**src/rtl/mmp_iddmm_wacc.sv**
```systemverilog
// Word-serial multiply-accumulate carry stage: emits low word of prod+acc+carry per beat,
// keeps the high word as carry, and flushes the final carry as an extra word.
module mmp_iddmm_wacc #(
  parameter int unsigned WD     = 64,
  parameter int unsigned NWORDS = 64,
  parameter int unsigned CW     = 7
) (
  input  logic            clk,
  input  logic            rst_n,
  input  logic [2*WD-1:0] prod_in,
  input  logic [WD-1:0]   acc_in,
  input  logic            in_valid,
  input  logic            in_first,
  input  logic            in_last,
  output logic            in_ready,
  output logic [WD-1:0]   out_word,
  output logic            out_valid,
  output logic            out_last,
  output logic [CW-1:0]   out_idx,
  output logic            busy,
  output logic            proto_err
);

  typedef enum logic [1:0] {IDLE, RUN, FLUSH} state_e;

  state_e          state_q, state_d;
  logic [WD-1:0]   carry_q, carry_d;
  logic [WD-1:0]   out_word_q, out_word_d;
  logic            out_valid_q, out_valid_d;
  logic            out_last_q, out_last_d;
  logic [CW-1:0]   out_idx_q, out_idx_d;
  logic [CW-1:0]   cnt_q, cnt_d;
  logic            err_q, err_d;
  logic            in_ready_q, in_ready_d;

  logic            acc;
  logic            take;
  logic [2*WD-1:0] sum;
  logic [CW-1:0]   beat_idx;
  logic [CW-1:0]   next_cnt;

  always_comb begin
    acc      = in_valid & in_ready_q;
    // A beat is consumed in RUN, or in IDLE only when it opens an operand.
    take     = acc & ((state_q == RUN) | ((state_q == IDLE) & in_first));
    sum      = prod_in + {{WD{1'b0}}, acc_in} + {{WD{1'b0}}, (in_first ? '0 : carry_q)};
    beat_idx = in_first ? '0 : cnt_q;
    next_cnt = (beat_idx == CW'(NWORDS)) ? beat_idx : beat_idx + 1'b1;

    state_d     = state_q;
    carry_d     = carry_q;
    out_word_d  = out_word_q;
    out_valid_d = 1'b0;
    out_last_d  = 1'b0;
    out_idx_d   = out_idx_q;
    cnt_d       = cnt_q;
    err_d       = err_q;

    case (state_q)
      IDLE: begin
        if (acc && !in_first) err_d = 1'b1;
      end
      RUN: begin
        if (acc && in_first) err_d = 1'b1;
      end
      FLUSH: begin
        out_word_d  = carry_q;
        out_valid_d = 1'b1;
        out_last_d  = 1'b1;
        out_idx_d   = cnt_q;
        carry_d     = '0;
        state_d     = IDLE;
      end
      default: state_d = IDLE;
    endcase

    if (take) begin
      out_valid_d = 1'b1;
      out_word_d  = sum[WD-1:0];
      carry_d     = sum[2*WD-1:WD];
      out_idx_d   = beat_idx;
      cnt_d       = next_cnt;
      if (in_last) begin
        state_d = FLUSH;
      end else if (next_cnt == CW'(NWORDS)) begin
        state_d = FLUSH;
        err_d   = 1'b1;
      end else begin
        state_d = RUN;
      end
    end

    in_ready_d = (state_d != FLUSH);
  end

  always_ff @(posedge clk or negedge rst_n) begin
    if (!rst_n) begin
      state_q     <= IDLE;
      carry_q     <= '0;
      out_word_q  <= '0;
      out_valid_q <= 1'b0;
      out_last_q  <= 1'b0;
      out_idx_q   <= '0;
      cnt_q       <= '0;
      err_q       <= 1'b0;
      in_ready_q  <= 1'b1;
    end else begin
      state_q     <= state_d;
      carry_q     <= carry_d;
      out_word_q  <= out_word_d;
      out_valid_q <= out_valid_d;
      out_last_q  <= out_last_d;
      out_idx_q   <= out_idx_d;
      cnt_q       <= cnt_d;
      err_q       <= err_d;
      in_ready_q  <= in_ready_d;
    end
  end

  assign in_ready  = in_ready_q;
  assign out_word  = out_word_q;
  assign out_valid = out_valid_q;
  assign out_last  = out_last_q;
  assign out_idx   = out_idx_q;
  assign busy      = (state_q != IDLE);
  assign proto_err = err_q;

endmodule
```
**config.mk**
```make
export PLATFORM = sky130hd
export DESIGN_NAME = mmp_iddmm_wacc
export DESIGN_NICKNAME = d
export VERILOG_FILES = /design/src/rtl/mmp_iddmm_wacc.sv
export SDC_FILE = /design/constraint.sdc
export NUM_CORES = 1
export LEC_CHECK = 0
export BUFFER_PORTS_ARGS = -buffer_cell sky130_fd_sc_hd__buf_2
export CAP_MARGIN = 20
export CORE_MARGIN = 1
export CORE_UTILIZATION = 42
export CTS_BUF_LIST = sky130_fd_sc_hd__clkbuf_4 sky130_fd_sc_hd__clkbuf_8
export CTS_CLUSTER_DIAMETER = 60
export DETAILED_ROUTE_END_ITERATION = 10
export GPL_ROUTABILITY_DRIVEN = 0
export PLACE_DENSITY = 0.73
export SYNTH_ARGS = -nofsm -noshare
export SYNTH_HDL_FRONTEND = slang
export SYNTH_SLANG_ARGS = --single-unit
```
**constraint.sdc**
```tcl
create_clock -name clk -period 8.3 [get_ports clk]
set_input_delay 0.83 -clock clk [delete_from_list [all_inputs] [get_ports clk]]
set_output_delay 0.83 -clock clk [all_outputs]
set_load 0.02 [all_outputs]
```
# Yosys cells after proc, flatten, opt, wreduce, memory -nomap -nowiden
# Index checks and enable logic that the tools add are counted.
# Widths: inputs -> output; s select.
op_classes:
  n_addsub: 3
  eq_ne: 5
  muxes: 21
  bitwise: 4
  reduce_logical: 7
ops:
  columns: ["op", "n"]
  rows:
  - ["$mux 64", 5]
  - ["$add 128x64->128", 2]
  - ["$mux 7", 4]
  - ["$eq 7x7->1 const B", 2]
  - ["$mux 2", 4]
  - ["$add 7x1->7 const B", 1]
  - ["$mux 1", 7]
  - ["$reduce_bool 2->1", 2]
  - ["$and 1x1->1", 3]
  - ["$eq 2x1->1 const B", 1]
  - ["$eq 2x2->1 const B", 1]
  - ["$logic_and 1x1->1", 2]
  - ["$logic_not 2->1", 1]
  - ["$ne 2x2->1 const B", 1]
  - ["$pmux 1 s2", 1]
  - ["$reduce_or 2->1", 1]
  - ["$logic_not 1->1", 1]
  - ["$or 1x1->1", 1]
word_totals:
  reg_bits: 148
  in_bits: 197
  output_inout_bits: 76
  elab_cells: 49

# Logic depth before layout (Yosys ltp)
# Gate-level depths: netlist of the first run.
depth:
  word_depth: 8
  mapped_depth: 19
  mapped_depth_nobuf: 16

# Least setup slack after synthesis of the first run
# OpenSTA, ideal clock, no wires.
synth_path:
  path_type: "input to register"
  start: "in in_first"
  end: "reg carry_q[45]"
  setup_ns: 0.069
  t_arrival_ns: 5.053
  required_ns: 8.231
  slack_ns: 3.178
  stages: 17
  n_path_buf: 2
  path_cell_list: "clkbuf_1 clkbuf_1 nor2b_1 fa_1 ha_1 inv_1 fa_1 nand2b_1 a21o_1 a21o_1 a22o_1 or4_4 a31o_1 a211o_2 and2_4 or4_1 nand3_1"
synth_via:
  elab_chain_len: 4
  elab_cells_between_ends: 7
  classes_between: "add/sub: 1; mux: 2; bitwise: 3; reduce/logical: 1"
synth_rtl:
  columns: ["item", "line_no", "text"]
  rows:
  - ["start, declared", "13", "input logic in_first,"]
  - ["parallel branches: the longest is 4 deep, another holds $add 128x64->128", null, null]
  - ["end signal, assigned", "109", "carry_q <= carry_d;"]
  - ["end, declared", "27", "logic [WD-1:0] carry_q, carry_d;"]
# Several ways; the timed one is not identified.
# A chain may end at the register's enable or synchronous reset.

# Final worst setup path of the first run
layout_path:
  start: "in in_first"
  end: "reg carry_q[18]"
# The elaborated chain is that of the path after synthesis.

==> results.toml, run 1 <==
[clock_network]
clock_latency_ns = 0.48
cts.sinks = 148
cts_buffer_depth = 2
cts_made_buffers = 17
cts_hold_buffers = 0
cts_tree = "done"
cts_setup_buffers = 0
cts-root-buf = "clkbuf_8"
clkTransAtPathRegs_ns = 0.10
ctsResizeCount = 0
htree_levels = 4

[global_route]
grt_remaining_overflow = 0
grt_max_degree = 200
first_global_vias = 13084
gr-usage-all-layers_pct = 28.9
grt_pass1_wl_mm = 73.6
antenna_found_initial = 23

[job]
cap_violations = 0

[cells_and_area]
nFillCells = 3099
drive_gt1_share_pct = 17.6
nNetsFinal = 2224
area_growth_pct = 14.9
finish.instance_area_um2 = 15500
multi_input_area_um2 = 9340
regArea_um2 = 3700

[route]
vias = 13929
wl_per_cell_um = 20.6
drc = 0
drt_iter0_drc = 1464
viasPerCell = 5.98
ant_nets = 0
wirelength_mm = 48.1
first_pass_iters = 10

[placed_design]
dp_hpwl_mm = 37.2
portBuffers = 272
place_ws_ns = 2.41
placed_cell_area_um2 = 15100

[critical_path]
start_kind = "input pin"
crit_top_cell = "o21ai_0"
arrival_ns = 5.90
worstSetupPathType = "input pin to flop"
max_stage_delay_ns = 0.91
cp_top_family = "compound AO/OA/AOI/OAI gates"
cp.required_ns = 8.63
worstPathCellList = "buf_2 > nor2b_1 > fa_1 > ha_1 > and2_1 > nand4_1 > a21oi_1 > o21ai_0 > a2111oi_0 > o31ai_1 > nand3_1 > nor4b_1 > xnor2_1 > o21ai_0"
end_kind = "flop"
crit_buf_inv = 1
slowest_stage = "a2111oi_0"
critPathMaxFanout = 38

[yosys]
synth_async_sr_flop_share_pct = 100
yosysWarningCount = 0
synth-edff-count = 0
ys.flop_type = "dfrtp_1"
syn-num-nets = 2023
synth-seq-cells = 148
ys_types = 68
ys_seq_area_share_pct = 27.4
synthCells = 1695
post_synth.cell_area_avg_um2 = 7.99
syn_area_um2 = 13500

[die]
num_rows = 65
die_x_um = 182
io_pins = 273
die-area_um2 = 32900
start_util_pct = 42.8
die_h_um = 182
core_um2 = 31600

[power]
p_per_area_nw_per_um2 = 257
power.leakage_nw = 6.94
peakVddDrop_v = 0.000116
total_power_mw = 4.00

[timing]
hold_viol_final = 0
min_period_over_period_pct = 67.1
fin_worst_skew_ns = 0.0123
layout_setup_ws_ns = 2.73
fmax_ghz = 0.179
slew_headroom_pct = 25.8
grt_setup_unrepaired = "no"
setup_viol = 0
worstMarginPinSlew_ns = 1.11
period_minus_slack_ns = 5.57
tns_ns = 0
finalMaxSlewViolations = 0

[run_status]
status = "completed"

[min_path]
min-delay-path-class = "input pin to asynchronous set/reset pin"
==> placed cells by master (no fill, tap or decap), types with 18 or more instances in the layout <==
cell type,count
a21o_1,26
dfrtp_1,147
nand2_1,297
nor2b_1,70
a31oi_1,51
nand4_1,48
inv_1,31
nor3_1,26
buf_2,271
xnor2_1,51
nor2_1,113
ha_1,66
nand3_1,76
xor2_1,63
fa_1,65
and3_1,26
clkbuf_8,18
a21oi_1,107
diode_2,19
o21ai_0,144
==> cell type report <==
class,instances,share of cell area (%)
antenna,19,0.306
timing repair buffer,282,9.47
clock buffer,20,1.69
sequential,148,23.8
inverter,32,0.772
clock inverter,12,0.620
multi-input combinational,1415,60.1
tap,402,3.23
==> sequential cells by signal (all words and copies together) (netlist names), 2 cells and up <==
name,cells
state_q,2
carry_q,64
cnt_q,7
out_word,64
out_idx,7
==> cells in the mapped netlist, types with 31 or more instances <==
library cell  instances  area [um^2]
nand3_1              76          380
inv_1                31          116
nand2_1             297         1110
xor2_1               63          552
dfrtp_1             147         3680
clkbuf_1             86          323
fa_1                 65         1300
a31oi_1              51          319
a21oi_1             107          536
ha_1                 66          826
nor2b_1              70          438
nand4_1              48          300
nor2_1              114          428
o21ai_0             145          726
xnor2_1              51          447
==> final timing paths <==
path / end / slack, ns / start / depth (start not counted)
hold / removal: out_idx[0]$_DFFE_PN0P_ / 0.26 / rst_n / 1
max in group asynchronous: out_word[19]$_DFFE_PN0P_ / 6.69 / rst_n / 3
min in group clk: proto_err$_DFF_PN0_ / 0.47 / proto_err$_DFF_PN0_ / 1
setup reg to reg: carry_q[18]$_DFFE_PN0P_ / 3.28 / carry_q[9]$_DFFE_PN0P_ / 13
setup / recovery: carry_q[18]$_DFFE_PN0P_ / 2.73 / in_first / 14
hold reg to reg: proto_err$_DFF_PN0_ / 0.47 / proto_err$_DFF_PN0_ / 1
==> power by group <==
group	switching, mW	total (mW)	leakage, nW	internal (mW)
logic	1.39	2.22	4.93	0.831
clock network	0.337	0.563	0.174	0.226
registers	0.225	1.21	1.83	0.987
==> kinds of logic (layout without fill, tap and decap cells) <==
logic type / Yosys count / count (layout) / share of synthesized area, %
adders and majority gates: 131 / 131 / 15.7
DFF: 148 / 148 / 27.4
muxes: 7 / 7 / 0.527
other: 0 / 19 / 0
buffers and inverters: 132 / 346 / 3.76
AOI/OAI and AO/OA: 437 / 437 / 19.8
xor gates and xnor gates: 114 / 114 / 7.38
and+or+nand+nor: 726 / 726 / 25.4
==> metal layers <==
layer / global-route usage [%] / wire length [um] / up-vias
li1: - / - / 6403
met1: 39.3 / 19900 / 6608
met2: 44.3 / 21500 / 782
met3: 6.30 / 4740 / 126
met4: 12.3 / 1920 / 10
met5: 0 / 70 / -
==> metrics by stage <==
| step | std cells | utilization (%) | hold WS [ns] |
|---|---|---|---|
| finish | 2330 | 49.2 | 0.256 |
| global route | 2325 | 49.1 | 0.274 |
| CTS | 2309 | 48.9 | 0.475 |
| detailed placement | 2277 | 47.8 | 0.446 |
| global placement | 2277 | 47.8 | 0.444 |
| floorplan | 1695 | - | 0.463 |
Note: power is estimated with default switching activity, not from simulation.
==> run 2: changes to the inputs <==
--- a/config.mk
+++ b/config.mk
@@ -5,6 +5,7 @@
 export SDC_FILE = /design/constraint.sdc
 export NUM_CORES = 1
 export LEC_CHECK = 0
+export ABC_AREA = 1
 export BUFFER_PORTS_ARGS = -buffer_cell sky130_fd_sc_hd__buf_2
 export CAP_MARGIN = 20
 export CORE_MARGIN = 1
==> constraint.sdc (replaced) <==
create_clock -name clk -period 5.1 [get_ports clk]
set_input_delay 0.51 -clock clk [delete_from_list [all_inputs] [get_ports clk]]
set_output_delay 0.51 -clock clk [all_outputs]
set_load 0.02 [all_outputs]
==> run 2 against run 1 <==
Net effect:
- total power rose by 120%
- via count increased by 46%
- critical endpoint is now out_word[44]$_DFFE_PN0P_
- synthesized cell count rose by 78%
- sequential share of layout area decreased by 5.0 points
- clock skew up 0.010 ns
==> results.toml, run 2 <==
[cells_and_area]
final_common_cell = "nand2_1"
area_growth_pct = 13.5
nNetsFinal = 3594
drive_gt1_share_pct = 10.8
n_antenna_cell = 0
nFillCells = 4478
finish.instance_area_um2 = 19700
final_cell_mix = "nand2_1 (1178), inv_1 (588), nor2_1 (299)"

[timing]
worstMarginPinSlew_ns = 1.10
period_minus_slack_ns = 3.74
fmax_ghz = 0.267
slew_headroom_pct = 26.6
finalMaxSlewViolations = 0
hold_viol_final = 0
setup_viol = 0
min_period_over_period_pct = 73.3
fin_worst_skew_ns = 0.0223
tns_ns = 0
grt_setup_unrepaired = "no"

[yosys]
synth-edff-count = 0
yosys-top-cells-count = "nand2_1 (1178), inv_1 (589), nor2_1 (301)"
yosysWarningCount = 0
synthCells = 3017
yosys-top-cells-area = "nand2_1 (26%), dfrtp_1 (21%), inv_1 (13%)"
synth-seq-cells = 148
synth.most_common_cell = "nand2_1"
ys_types = 42
ys.flop_type = "dfrtp_1"
ys_seq_area_share_pct = 21.4
synth_async_sr_flop_share_pct = 100
yosys.area.top_type_share_pct = 25.5
synth_top_area_cell = "nand2_1"
syn-num-nets = 3345
syn_area_um2 = 17300
post_synth.cell_area_avg_um2 = 5.74

[die]
num_rows = 74
io_pins = 273
core_um2 = 40700
die-area_um2 = 42100
start_util_pct = 42.5
die_x_um = 205
die_h_um = 205

[critical_path]
max_stage_delay_ns = 0.54
crit_top_cell = "nand2_1"
end_kind = "flop"
worstPathCellList = "inv_1 > nor2_1 > fa_1 > ha_1 > nand2_1 > nor2_1 > nand2_1 > nor2_1 > o21bai_1 > nand2_1 > nand2_1 > nand2_1 > nand2_1 > nand3_1 > nand2_1 > nand2_1"
worst-r2r-setup-slack_ns = 1.36
start_kind = "flop"
arrival_ns = 4.20
slowest_stage = "dfrtp_1"
worstSetupPathType = "flop to flop"
cp.required_ns = 5.56
crit_buf_inv = 1
critPathMaxFanout = 4
cp_top_family = "simple AND/OR/NAND/NOR gates"

[clock_network]
cts_tree = "done"
ctsResizeCount = 0
cts.sinks = 148
cts_hold_buffers = 0
htree_levels = 4
clock_latency_ns = 0.54
cts-root-buf = "clkbuf_8"
cts_made_buffers = 17
cts_buffer_depth = 2
cts_setup_buffers = 0
clkTransAtPathRegs_ns = 0.10

[route]
first_pass_iters = 7
drt_iter0_drc = 2478
drc = 0
viasPerCell = 5.32
ant_nets = 0
vias = 20268
wirelength_mm = 72.1
wl_per_cell_um = 18.9

[global_route]
grt_max_degree = 80
gr-usage-all-layers_pct = 34.4
grt_remaining_overflow = 0
antenna_found_initial = 2
grt_pass1_wl_mm = 107
first_global_vias = 18697

[power]
p_per_area_nw_per_um2 = 446
total_power_mw = 8.77
power.leakage_nw = 11.4
peakVddDrop_v = 0.000216

[placed_design]
placed_cell_area_um2 = 19200
portBuffers = 272
dp_hpwl_mm = 59.4

[min_path]
min-delay-path-class = "input pin to asynchronous set/reset pin"

[run_status]
status = "completed"

[job]
cap_violations = 0
[run 2: logic make-up after synthesis]
group	after synthesis	synth area share, %
buf+inv	646	14.1
xor+xnor	41	2.07
simple gates	1856	44.1
fa+ha+maj	131	12.3
flops	148	21.4
compound gates	195	6.09
[run 2: final timing paths]
check,start,endpoint,cells past startpoint
worst min-delay path,rst_n,out_word[27]$_DFFE_PN0P_,1
max in group asynchronous,rst_n,carry_q[57]$_DFFE_PN0P_,2
worst max register to register,carry_q[11]$_DFFE_PN0P_,out_word[44]$_DFFE_PN0P_,16
min in group clk,in_last,proto_err$_DFF_PN0_,2
worst min register to register,out_word[56]$_DFFE_PN0P_,out_word[56]$_DFFE_PN0P_,2
worst max-delay path,carry_q[11]$_DFFE_PN0P_,out_word[44]$_DFFE_PN0P_,16
[run 2: through the flow]
| stage | utilization, % | instances | hold slack, ns | worst slack (ns) |
|---|---|---|---|---|
| CTS | 48.3 | 3811 | 0.0849 | 1.61 |
| detailed placement | 47.2 | 3779 | 0.461 | 1.19 |
| floorplan | - | 3017 | 0.214 | 1.78 |
| global placement | 47.2 | 3779 | 0.460 | 1.20 |
| finish | 48.3 | 3811 | 0.0665 | 1.36 |
| global route | 48.3 | 3811 | 0.105 | 1.30 |
[run 2: worst register-to-register path, delay by kind of cell, from the launching register on]
kind / cells / cell delay [ns]
buffers and inverters: 1 / 0.08
AND/OR/NAND/NOR: 12 / 2.09
AO/OA/AOI/OAI: 1 / 0.14
flip-flops: 1 / 0.54
adder cells (fa/ha/maj): 2 / 0.83
[run 2: final cells by class]
type	count	area, um^2	share of cell area (%)
Timing Repair Buffer	281	1450	7.36
Clock inverter	13	161	0.821
Multi-Input combinational cell	2223	11200	56.9
Sequential cell	148	3700	18.8
Tap cell	532	666	3.38
Clock buffer	19	262	1.33
Inverter	595	2230	11.4
[run 2: layer usage]
layer	up-vias	GRT usage (%)	wire, um
met5	-	1.67	113
met3	305	9.13	8950
met2	1235	51.7	30200
met4	6	22.5	5300
met1	9021	43.2	27500
li1	9701	-	-
[run 2: where the power goes]
part	leakage [nW]	internal [mW]	switching, mW
sequential	1.83	1.69	0.409
clock	0.215	0.479	0.579
combinational	9.40	1.66	3.96
total	11.4	3.82	4.95
